$ cat src/rtl/expr_pkg.sv
// rtl/expr_pkg.sv - shared state, character and class encodings for the expression evaluator
//
// Used by expr_char_class (also shared with the upstream string checker) and expr_eval.
// Optional feature macro: EXPR_EVAL_SUB_EN (adds '-' as an operator and the S_OPS state).
package expr_pkg;

    // FSM states; S_OPS only exists when subtraction is built in.
    typedef enum logic [2:0] {
        S_START = 3'd0,
        S_NUM   = 3'd1,
        S_OPA   = 3'd2,
        S_OPM   = 3'd3,
`ifdef EXPR_EVAL_SUB_EN
        S_OPS   = 3'd4,
`endif
        S_ERR   = 3'd5
    } state_t;

    // Character classes produced by expr_char_class.
    typedef enum logic [2:0] {
        DIG = 3'd0,
        ADD = 3'd1,
        MUL = 3'd2,
        SUB = 3'd3,
        EQ  = 3'd4,
        BAD = 3'd5
    } cls_t;

    localparam logic [7:0] CH_ADD = 8'h2B;  // '+'
    localparam logic [7:0] CH_MUL = 8'h2A;  // '*'
    localparam logic [7:0] CH_EQ  = 8'h3D;  // '='
    localparam logic [7:0] CH_SUB = 8'h2D;  // '-'
    localparam logic [7:0] CH_0   = 8'h30;  // '0'
    localparam logic [7:0] CH_9   = 8'h39;  // '9'

endpackage

$ cat src/rtl/expr_eval_if.sv
// rtl/expr_eval_if.sv - byte-stream input and result outputs of the expression evaluator
//
// Signals:
//   in_valid, in      : character source -> evaluator (byte consumed when in_valid=1)
//   result, done, err : evaluator -> consumer (registered completion strobe and value)
//   busy              : evaluator -> consumer (expression in progress)
// Modports: master = character source / consumer side, slave = evaluator.
interface expr_eval_if #(
    parameter int W = 16
);
    logic         in_valid;
    logic [7:0]   in;
    logic [W-1:0] result;
    logic         done;
    logic         err;
    logic         busy;

    modport master (
        output in_valid, in,
        input  result, done, err, busy
    );

    modport slave (
        input  in_valid, in,
        output result, done, err, busy
    );
endinterface

$ cat src/rtl/expr_char_class.sv
// rtl/expr_char_class.sv - combinational ASCII character classifier
//
// Ports:
//   in    : ASCII byte
//   cls   : character class (DIG/ADD/MUL/SUB/EQ/BAD)
//   digit : numeric value when cls == DIG, else 0
// Optional feature macro: EXPR_EVAL_SUB_EN (classifies '-' as SUB instead of BAD).
module expr_char_class
    import expr_pkg::*;
(
    input  logic [7:0] in,
    output cls_t       cls,
    output logic [3:0] digit
);

    always_comb begin
        cls   = BAD;
        digit = 4'd0;
        if (in >= CH_0 && in <= CH_9) begin
            cls   = DIG;
            // '0'..'9' are 0x30..0x39, so the low nibble is the value.
            digit = in[3:0];
        end else begin
            case (in)
                CH_ADD:  cls = ADD;
                CH_MUL:  cls = MUL;
                CH_EQ:   cls = EQ;
`ifdef EXPR_EVAL_SUB_EN
                CH_SUB:  cls = SUB;
`endif
                default: cls = BAD;
            endcase
        end
    end

endmodule

$ cat src/rtl/expr_eval.sv
// rtl/expr_eval.sv - streaming evaluator of single-digit '+'/'*' expressions terminated by '='
//
// Ports:
//   clk   : system clock, rising edge
//   clr_n : asynchronous active-low reset
//   bus   : expr_eval_if.slave
//           in_valid/in      - byte stream in
//           result/done/err  - registered completion, one cycle after '=' is accepted
//           busy             - high while an expression is in progress
// Parameter W: accumulator/result width, arithmetic modulo 2^W.
// Optional feature macro: EXPR_EVAL_SUB_EN (binary '-' with a negated following term).
module expr_eval
    import expr_pkg::*;
#(
    parameter int W = 16
) (
    input  logic       clk,
    input  logic       clr_n,
    expr_eval_if.slave bus
);

    cls_t         cls;
    logic [3:0]   digit;
    logic [W-1:0] dval;

    state_t       state;
    logic [W-1:0] sum;      // completed additive terms
    logic [W-1:0] prod;     // current multiplicative term
    logic [W-1:0] result_q;
    logic         done_q;
    logic         err_q;

    expr_char_class u_cls (
        .in    (bus.in),
        .cls   (cls),
        .digit (digit)
    );

    assign dval = {{(W-4){1'b0}}, digit};

    always_ff @(posedge clk or negedge clr_n) begin
        if (!clr_n) begin
            state    <= S_START;
            sum      <= '0;
            prod     <= '0;
            result_q <= '0;
            done_q   <= 1'b0;
            err_q    <= 1'b0;
        end else begin
            // done/err are strobes: they only live for the cycle after '='.
            done_q <= 1'b0;
            err_q  <= 1'b0;
            if (bus.in_valid) begin
                if (cls == EQ && state != S_NUM) begin
                    // '=' anywhere but after a complete operand is a malformed expression.
                    done_q   <= 1'b1;
                    err_q    <= 1'b1;
                    result_q <= '0;
                    sum      <= '0;
                    prod     <= '0;
                    state    <= S_START;
                end else begin
                    case (state)
                        S_START: begin
                            if (cls == DIG) begin
                                prod  <= dval;
                                sum   <= '0;
                                state <= S_NUM;
                            end else begin
                                state <= S_ERR;
                            end
                        end
                        S_NUM: begin
                            case (cls)
                                ADD: begin
                                    sum   <= sum + prod;
                                    state <= S_OPA;
                                end
                                MUL: state <= S_OPM;
`ifdef EXPR_EVAL_SUB_EN
                                SUB: begin
                                    sum   <= sum + prod;
                                    state <= S_OPS;
                                end
`endif
                                EQ: begin
                                    result_q <= sum + prod;
                                    done_q   <= 1'b1;
                                    err_q    <= 1'b0;
                                    sum      <= '0;
                                    prod     <= '0;
                                    state    <= S_START;
                                end
                                default: state <= S_ERR;
                            endcase
                        end
                        S_OPA: begin
                            if (cls == DIG) begin
                                prod  <= dval;
                                state <= S_NUM;
                            end else begin
                                state <= S_ERR;
                            end
                        end
                        S_OPM: begin
                            if (cls == DIG) begin
                                prod  <= prod * dval;
                                state <= S_NUM;
                            end else begin
                                state <= S_ERR;
                            end
                        end
`ifdef EXPR_EVAL_SUB_EN
                        S_OPS: begin
                            if (cls == DIG) begin
                                // Subtraction is folded into a negated term so a later
                                // '*' scales the negative value.
                                prod  <= '0 - dval;
                                state <= S_NUM;
                            end else begin
                                state <= S_ERR;
                            end
                        end
`endif
                        S_ERR:   state <= S_ERR;
                        default: state <= S_ERR;
                    endcase
                end
            end
        end
    end

    assign bus.result = result_q;
    assign bus.done   = done_q;
    assign bus.err    = err_q;
    assign bus.busy   = (state != S_START);

endmodule

$ cat src/flat_wrapper.sv
// flat-port wrapper written by rule: the top's interface ports become plain ports
module expr_eval_flat import expr_pkg::*;
#(
    parameter int W = 16
)
  (clk, clr_n, bus_in_valid, bus_in, bus_result, bus_done, bus_err, bus_busy);
  expr_eval_if #(.W(W)) bus_i ();
  input  logic clk;
  input  logic clr_n;
  input wire logic [$bits(bus_i.in_valid)-1:0] bus_in_valid;
  input wire logic [$bits(bus_i.in)-1:0] bus_in;
  output wire logic [$bits(bus_i.result)-1:0] bus_result;
  output wire logic [$bits(bus_i.done)-1:0] bus_done;
  output wire logic [$bits(bus_i.err)-1:0] bus_err;
  output wire logic [$bits(bus_i.busy)-1:0] bus_busy;
  assign bus_i.in_valid = bus_in_valid;
  assign bus_i.in = bus_in;
  assign bus_result = bus_i.result;
  assign bus_done = bus_i.done;
  assign bus_err = bus_i.err;
  assign bus_busy = bus_i.busy;
  expr_eval #(.W(W)) u_core (.clk(clk), .clr_n(clr_n), .bus(bus_i));
endmodule
$ cat config.mk
export PLATFORM = sky130hd
export DESIGN_NAME = expr_eval_flat
export DESIGN_NICKNAME = d
export VERILOG_FILES = /design/src/rtl/expr_pkg.sv /design/src/rtl/expr_eval_if.sv /design/src/rtl/expr_char_class.sv /design/src/rtl/expr_eval.sv /design/src/flat_wrapper.sv
export SDC_FILE = /design/constraint.sdc
export NUM_CORES = 1
export LEC_CHECK = 0
export BUFFER_PORTS_ARGS = -buffer_cell sky130_fd_sc_hd__buf_2
export CAP_MARGIN = 20
export CORE_UTILIZATION = 45
export CTS_CLUSTER_SIZE = 8
export DETAILED_ROUTE_END_ITERATION = 7
export PLACE_DENSITY_LB_ADDON = 0.25
export SLEW_MARGIN = 20
export SYNTH_ARGS = -nofsm -noshare
export SYNTH_HDL_FRONTEND = slang
export SYNTH_HIERARCHICAL = 1
export SYNTH_SLANG_ARGS = --single-unit
export TNS_END_PERCENT = 30
$ cat constraint.sdc
create_clock -name clk -period 3.9 [get_ports clk]
set_clock_uncertainty 0.1 [all_clocks]
set_input_delay 0 -clock clk [delete_from_list [all_inputs] [get_ports clk]]
set_output_delay 0 -clock clk [all_outputs]
set_load 0.01 [all_outputs]
* Yosys cells after proc, flatten, opt, wreduce, memory -nomap -nowiden *
Index checks and enable logic that the tools add are counted.

word-level totals
  bits in registers = 53
  output and inout port bits = 19
  word-level logic and storage cells = 64
  input bits = 11

operators by class
  multiply operators = 1
  add/sub/neg operators = 1
  reduce and logical (&&, ||, !) cells = 14
  magnitude comparators = 2
  equality and inequality tests = 15
  muxes and demuxes = 25

operators with widths
  cell                                                            count
  2-to-1 mux 16 bit                                               9
  case mux 16 bit (2 select lines)                                2
  case mux 16 bit (3 select lines)                                1
  equality test 8 x 6 -> 1 bit, second input constant             3
  case mux 3 bit (3 select lines)                                 2
  adder 16 bit                                                    1
  multiplier 16 x 4 -> 16 bit                                     1
  != test 3 x 1 -> 1 bit, second input constant                   5
  equality test 3 x 2 -> 1 bit, second input constant             3
  2-to-1 mux 3 bit                                                3
  >= comparator 8 x 6 -> 1 bit, second input constant             1
  less-or-equal comparator 8 x 6 -> 1 bit, second input constant  1
  equality test 3 x 1 -> 1 bit, second input constant             2
  zero test 3 bit                                                 2
  2-to-1 mux 1 bit                                                6
  case mux 3 bit (2 select lines)                                 1
  nonzero test 3 bit                                              2
  AND reduction 5 bit                                             1
  2-to-1 mux 4 bit                                                1
  != test 4 x 1 -> 1 bit, second input constant                   1
  AND reduction 4 bit                                             1
  nonzero test 2 bit                                              2
  nonzero test 4 bit                                              1
  equality test 3 bit, second input constant                      1
  4 further kinds                                                 5

* Logic depth before layout (Yosys ltp) *
Gate-level depths: netlist of the first run.

  depth after elaboration = 8
  depth in mapped cells = 16
  depth with buffers taken out = 15

* Modules after synthesis *
The synthesis of the first run kept the hierarchy.

by module, submodules not included
  module           sequential area each (µm²)  times used  area an instance (µm²)  cells each
  expr_eval        1326.3                      1           4409.2                  490
  expr_char_class  0.0                         1           122.6                   20

* Worst setup path before layout of the first run *
No wires, ideal clock.

  path kind = in2reg
  from = in bus_in[6]
  to = reg u_core.prod[12]
  setup time = 0.133 ns
  stages on the path = 14
  setup slack = 0.208 ns
  data required time = 3.667 ns
  arrival = 3.459 ns
  buffers on the path = 1
  cells stage by stage = nand4bb_1 > nor3b_1 > clkbuf_1 > nand2_1 > fa_1 > fa_1 > inv_1 > fa_1 > a21o_1 > a211oi_1 > o21ai_0 > a41oi_1 > xnor2_1 > o21ai_0

between the ends
  word-level cells in the longest chain between the ends = 7
  elaborated cells between the ends (all ways) = 21
  classes of those cells = 1 x mul; 2 x order compare; 7 x eq/ne; 6 x mux; 5 x reduce/logical

RTL lines
  element                                                                                         line                   source
  start: declaration                                                                              flat_wrapper.sv:11     input wire logic [$bits(bus_i.in)-1:0] bus_in;
  >= comparator 8 x 6 -> 1 bit / less-or-equal comparator 8 x 6 -> 1 bit (equally long branches)  expr_char_class.sv:19  if (in >= CH_0 && in <= CH_9) begin
  logical AND 1 bit (*)                                                                           expr_char_class.sv:19
  2-to-1 mux 4 bit (*)                                                                            expr_char_class.sv:19
  net u_core.digit[3]                                                                             expr_eval.sv:23        logic [3:0] digit;
  multiplier 16 x 4 -> 16 bit (*)                                                                 expr_eval.sv:107       prod <= prod * dval;
  2-to-1 mux 16 bit (*)                                                                           expr_eval.sv:106       if (cls == DIG) begin
  case mux 16 bit (3 select lines) (*)                                                            expr_eval.sv:63        case (state)
  2-to-1 mux 16 bit (*)                                                                           expr_eval.sv:54        if (cls == EQ && state != S_NUM) begin
  end signal: assignment                                                                          expr_eval.sv:66        prod <= dval;
  end signal: assignment                                                                          expr_eval.sv:99        prod <= dval;
  end signal: assignment                                                                          expr_eval.sv:107
  end: declaration                                                                                expr_eval.sv:28        logic [W-1:0] prod;

Mark *: on every way through the listed nets, which the timed path passes. The rest lies on a longest branch. The select of a mux whose other input is x is not followed.
A chain may end at the register's enable or synchronous reset.

* Worst setup path in the final report of the first run *
  from = reg u_core.prod[3]
  to = reg u_core.prod[15]

between the ends
  word-level cells in the longest chain between the ends = 4

RTL lines
  element                           line
  multiplier 16 x 4 -> 16 bit       expr_eval.sv:107
  2-to-1 mux 16 bit                 expr_eval.sv:106
  case mux 16 bit (3 select lines)  expr_eval.sv:63
  2-to-1 mux 16 bit                 expr_eval.sv:54

No other way between the ends. The select of a mux whose other input is x is not followed.

==> results of run 1 <==
-- path summary, 6_finish.rpt --
| path | to | cells past startpoint | startpoint | slack, ps |
|---|---|---|---|---|
| worst min-delay path | u_core/prod[0] | 4 | bus_in[0] | 100 |
| max in group asynchronous | u_core/prod[0] | 3 | clr_n | 3000 |
| worst max register to register | u_core/prod[15] | 12 | u_core/prod[3] | 260 |
| min in group asynchronous | u_core/bus.result[13] | 3 | clr_n | 240 |
| worst max-delay path | u_core/prod[15] | 12 | u_core/prod[3] | 260 |
| worst min register to register | u_core/bus.result[1] | 2 | u_core/bus.result[1] | 380 |
-- layer usage --
| layer | GRT usage [%] | vias to the layer above | wire length, µm |
|---|---|---|---|
| met5 | 0 | - | 0 |
| met3 | 3.97 | 6 | 187 |
| li1 | - | 1773 | - |
| met1 | 26.2 | 1767 | 4650 |
| met4 | 4.40 | 0 | 76 |
| met2 | 38.2 | 40 | 4910 |
-- registers in the layout (all words and copies together) (netlist names) --
name,cells
u_core/bus.result,16
u_core/prod,16
u_core/sum,16
u_core/state,3
u_core/bus.done,1
u_core/bus.err,1
-- layout by cell type, fill, tap and decap left out, types with 8 or more instances in the layout --
cell / synthesis / routed
nand2_1: 64 / 64
dfrtp_1: 53 / 53
inv_1: 51 / 51
and2_1: 38 / 38
o21ai_0: 33 / 32
ha_1: 31 / 31
buf_2: 5 / 29
fa_1: 26 / 26
nor2_1: 25 / 25
a22o_1: 20 / 20
xnor2_1: 16 / 16
a21oi_1: 14 / 14
xor2_1: 12 / 12
a21o_1: 10 / 10
o31ai_1: 9 / 9
nand3_1: 8 / 8
a31oi_1: 8 / 8
nor2b_1: 8 / 8
-- through the flow --
step / worst slack (ps) / hold WS, ps
5_1_grt: 14.0 / 94.8
6_report: 259 / 96.7
4_1_cts: 197 / 89.3
3_3_place_gp: 156 / 75.8
3_5_place_dp: 4.51 / 76.7
2_1_floorplan: 208 / -396
-- cell usage after synthesis, drive strengths merged (2+ instances only) --
master and number:
nand4 3, inv 51, nor2b 8, a22o 20
a211o 3, xor2 12, a21oi 14, o21bai 4
a31oi 8, nand3 8, or3b 2, a21o 10
nand2 65, o21ai 34, dfrtp 53, nor3 4
nor2 26, a211oi 7, or3 3, clkbuf 15
nand2b 5, o221ai 3, and3 5, fa 26
and2 38, o21a 4, buf 6, ha 31
o31ai 9, xnor2 16
-- logic make-up after synthesis --
kind of cell	share of synthesized area [%]
xor gates and xnor gates	5.94
DFF	29.3
and+or+nand+nor	19.0
AOI/OAI and AO/OA	19.3
adders and majority gates	20.0
buffers and inverters	6.27
muxes	0.221
-- where the power goes --
group	switching, µW	total, µW	internal [µW]
sequential	2.80	554	551
clock	214	349	135
combinational	30.9	45.3	14.5
total	248	948	701
-- worst register-to-register path, stage by stage, from the launching register on --
cell and delay [ps]:
dfrtp_1 460, and2_1 210, fa_1 540, inv_1 50, fa_1 530, inv_1 40
ha_1 320, o21ai_0 280, a21boi_0 170, o221ai_1 340, o221ai_1 210, xnor2_1 180
o21ai_0 90
-- timing repair --
item                       in CTS  in global routing
hold endpoints to repair       56                  0
setup endpoints to repair       0                  2
hold buffers                    2                  0
resized for setup               0                  1
-- cell type report --
cell class,instances,area (µm²),area share [%]
multi-input cells,385,2930,59.4
flip-flops and latches,53,1330,26.9
repair buffers,38,218,4.42
inverters,51,191,3.89
well taps,133,166,3.38
clock buffers,5,68.8,1.40
clock inverters,3,28.8,0.584
==> results_dict.tcl, run 1 <==
set metrics [dict create \
    setup_viol 0 \
    dr_total_vias 3586 \
    numCtsBuffers 5 \
    grtUsageTotal_pct 21.1 \
    leakagePower_uw 0.00248 \
    yosysTopAreaCellShare_pct 29.3 \
    status "finished clean" \
    ys_async_sr_fraction_pct 100 \
    synthFlopType "dfrtp_1" \
    slew-limit-headroom_pct 40.2 \
    drv_cap 0 \
    diodes 0 \
    dp.final_hpwl_um 7610 \
    worst_hold_path_type "input port to flip-flop" \
    start_util_pct 46.4 \
    fin_crit_ps 3640 \
    clkSinkCount 53 \
    setup.worst_path.start_class "flip-flop" \
    worst-setup-path-type "flip-flop to flip-flop" \
    die_h_um 102 \
    place.gp.congestion 0.800 \
    num-nets-final 602 \
    grt_pass1_wl_um 17300 \
    dr.pass1.iters 4 \
    fin_crit_sh_pct 93.3 \
    area_delta_synth_final_pct 8.67 \
    crit_required_ps 3990 \
    setup_tns_ps 0 \
    drtIter0Drc 164 \
    io_pins 30 \
    route.detailed.drc 0 \
    syn_nets 578 \
    wire_per_inst_um 14.7 \
    syn_area_per_cell_um2 8.89 \
    placedCellCount 658 \
    synth_top_area_cell "dfrtp_1" \
    synth_edf_count 0 \
    syn_inst 510 \
    grt_max_degree 54 \
    ys_warn_count 6 \
    hold_viol 0 \
    post-route-cell-area_um2 4920 \
    drv_slew 0 \
    power_uw 948 \
    max_stage_delay_ps 540 \
    fillerInstances 948 \
    rows 36 \
    cp.arrival_ps 3730 \
    rsz0062_at_grt "false" \
    crit_fanout 6 \
    cts-root-buf "clkbuf_8" \
    cts.clk_slew.worst_paths_ps 110 \
    post_dp_cell_area_um2 4810 \
    clock_latency_ps 320 \
    die-width_um 102 \
    io_buffers 29 \
    ys_seq_area_share_pct 29.3 \
    synth_cell_type_count 53 \
    netlist_area_um2 4530 \
    cp-end-kind "flip-flop" \
    routed_wl_um 9820 \
    layout.cells.non_filler 668 \
    power.density_nw_per_um2 193 \
    worst-path-buf-inv 2 \
    dieArea_um2 10500 \
    antenna_found_initial 0 \
    fmax_mhz 275 \
    critPathTopFamily "adder cells" \
    slowest_stage "fa_1" \
    post-cts-setup-buffers 0 \
    cts_buffer_depth 2 \
    path_cells "and2_1, fa_1, inv_1, fa_1, inv_1, ha_1, o21ai_0, a21boi_0, o221ai_1, o221ai_1, xnor2_1, o21ai_0" \
    fin_util_pct 50.4 \
    grt.overflow.total 0 \
    cts_htree_levels 2 \
    cts_tree "yes" \
    worst_slew_pin_slew_ps 898 \
    vias_per_cell 5.37 \
    drive_gt1_share_pct 9.35 \
    core_um2 9770 \
    synthTopCellsByArea "dfrtp_1 29%, fa_1 11%, ha_1 8.6%" \
    ir_drop_v 0.000139 \
    grt_pass1_vias 3669 \
    antenna_left 0 \
    ys_ff_latch 53 \
]
Power figures use the tool's default switching activity.
==> inputs of run 2 (changes only) <==
- SKIP_LAST_GASP: default -> 1
- SYNTH_HIERARCHICAL: 1 -> default
==> run 2 against run 1 <==
Against the previous run:
- critical endpoint is now u_core.prod[11]
- sequential share of layout area down 0.87 points
- total power is 4.2% higher
- register-to-register slack worse by 20 ps
==> results_dict.tcl, run 2 <==
set metrics [dict create \
    dp_slack_ps 181 \
    slew-limit-headroom_pct 34.4 \
    crit_fanout 6 \
    highest_layer "met4" \
    start_util_pct 47.1 \
    dr.pass1.iters 4 \
    antenna_found_initial 0 \
    cp-end-kind "flip-flop" \
    grt_pass1_wl_um 18600 \
    dieArea_um2 10700 \
    power_uw 988 \
    setup.worst_path.start_class "flip-flop" \
    fin_crit_sh_pct 93.8 \
    crit_required_ps 3950 \
    post_dp_cell_area_um2 4960 \
    max_stage_delay_ps 540 \
    layout_common_cells "56 x nand2_1, 53 x dfrtp_1, 46 x inv_1" \
    fin_crit_ps 3660 \
    met2_length_um 5170 \
    ys_warn_count 0 \
    ir_drop_v 0.000162 \
    worst-setup-path-type "flip-flop to flip-flop" \
    cts-root-buf "clkbuf_8" \
    place.gp.congestion 0.839 \
    power.density_nw_per_um2 194 \
    worst_slack_ps 244 \
    dp.final_hpwl_um 8230 \
    numCtsBuffers 5 \
    synthTopCellsByArea "dfrtp_1 29%, fa_1 11%, ha_1 8.4%" \
    worst-path-buf-inv 2 \
    ys_ff_latch 53 \
    antenna_left 0 \
    cts_tree "yes" \
    routed_wl_um 11000 \
    slowest_stage "fa_1" \
    dr_total_vias 3778 \
    final_common_cell "nand2_1" \
    setup_tns_ps 0 \
    drv_slew 0 \
    clock_latency_ps 310 \
    path_cells "and3_1, fa_1, inv_1, fa_1, inv_1, ha_1, or3_1, a211o_1, a31o_1, a21oi_1, xor2_1, o31ai_1" \
    netlist_area_um2 4640 \
    wl_met1_um 5190 \
    synth_most_common_cell "nand2_1" \
    wire_per_inst_um 16.4 \
    clkSinkCount 53 \
    rsz0062_at_grt "false" \
    drtIter0Drc 203 \
    rows 36 \
    io_buffers 29 \
    placedCellCount 661 \
    grtUsageTotal_pct 21.4 \
    synthFlopType "dfrtp_1" \
    status "finished clean" \
    grt_pass1_vias 3749 \
    leakagePower_uw 0.00263 \
    diodes 0 \
    setup_viol 0 \
    ys_async_sr_fraction_pct 100 \
    synth_edf_count 0 \
    fillerInstances 922 \
    vias_per_cell 5.63 \
    drive_gt1_share_pct 12.1 \
    cp.arrival_ps 3710 \
    die-width_um 104 \
    synth_commonest_cells "56 x nand2_1, 53 x dfrtp_1, 46 x inv_1, 31 x ha_1, 29 x and3_1" \
    synth_cell_type_count 58 \
    synth_top_area_cell "dfrtp_1" \
    worst_hold_path_type "input port to flip-flop" \
    die_h_um 104 \
    grt_max_degree 54 \
    fmax_mhz 273 \
    drv_cap 0 \
    num-nets-final 605 \
    layout.cells.non_filler 671 \
    cts.clk_slew.worst_paths_ps 100 \
    post_cts_resized 0 \
    syn_area_per_cell_um2 9.19 \
    cts_htree_levels 2 \
    yosysTopAreaCellShare_pct 28.6 \
    syn_inst 505 \
    post-route-cell-area_um2 5090 \
    core_um2 9860 \
    area_delta_synth_final_pct 9.62 \
    io_pins 30 \
    hold_viol 0 \
    critPathTopFamily "adder cells" \
    worst_slew_pin_slew_ps 982 \
    grt.overflow.total 0 \
    route.detailed.drc 0 \
    ys_seq_area_share_pct 28.6 \
    syn_nets 573 \
    wl_met3_um 458 \
    cts_buffer_depth 2 \
]
## run 2: layer usage
metal / global-route usage (%) / up-vias
met5: 0 / -
met4: 5.38 / 0
met3: 2.27 / 12
met2: 36.4 / 93
met1: 29.2 / 1837
li1: - / 1836
## run 2: final timing paths
path,depth (start not counted),slack (ps),from,to
max in group asynchronous,3,2960,clr_n,u_core.prod[14]
max,12,240,u_core.prod[5],u_core.prod[11]
min,4,70,bus_in[0],u_core.state[0]
min reg2reg,2,400,u_core.bus.result[10],u_core.bus.result[10]
max reg2reg,12,240,u_core.prod[5],u_core.prod[11]
min in group asynchronous,3,250,clr_n,u_core.prod[4]
## run 2: layout make-up
cell class,instances,area (µm²),area share (%)
multi-input cells,388,3060,60.1
flip-flops and latches,53,1330,26.1
repair buffers,42,248,4.87
inverters,47,176,3.47
well taps,133,166,3.27
clock buffers,6,72.6,1.43
clock inverters,2,38.8,0.762
## run 2: kinds of logic after synthesis
logic type	after synthesis	synth area share, %
AND/OR/NAND/NOR	167	19.8
AO/OA/AOI/OAI	134	20.5
adder cells (fa/ha/maj)	57	19.6
buffers and inverters	64	5.50
XOR/XNOR	29	5.77
flip-flops	53	28.6
multiplexers	1	0.243
## run 2: power by group
group / total [µW] / switching, µW / leakage, µW / internal (µW)
combinational: 50.1 / 34.9 / 0.00185 / 15.2
sequential: 552 / 1.58 / 0.000732 / 550
clock: 386 / 193 / 0.0000554 / 193
total: 988 / 230 / 0.00263 / 759
## run 2: repair_timing
| item | CTS | global route |
|---|---|---|
| setup buffers | 0 | 0 |
| hold buffers | 2 | 0 |
| hold endpoints to repair | 56 | 0 |
## run 2: worst reg2reg max path, stage by stage (launching register included)
cell,delay (ps)
dfrtp_1,510
and3_1,250
fa_1,540
inv_1,60
fa_1,530
inv_1,50
ha_1,240
or3_1,380
a211o_1,250
a31o_1,210
a21oi_1,160
xor2_1,160
o31ai_1,80
## run 2: metrics by stage
step                hold WS [ps]  util [%]
global placement            81.1      50.3
finish                      73.8      51.6
global route                86.4      51.6
detailed placement          84.4      50.3
floorplan                   -396         -
CTS                         58.5      51.6
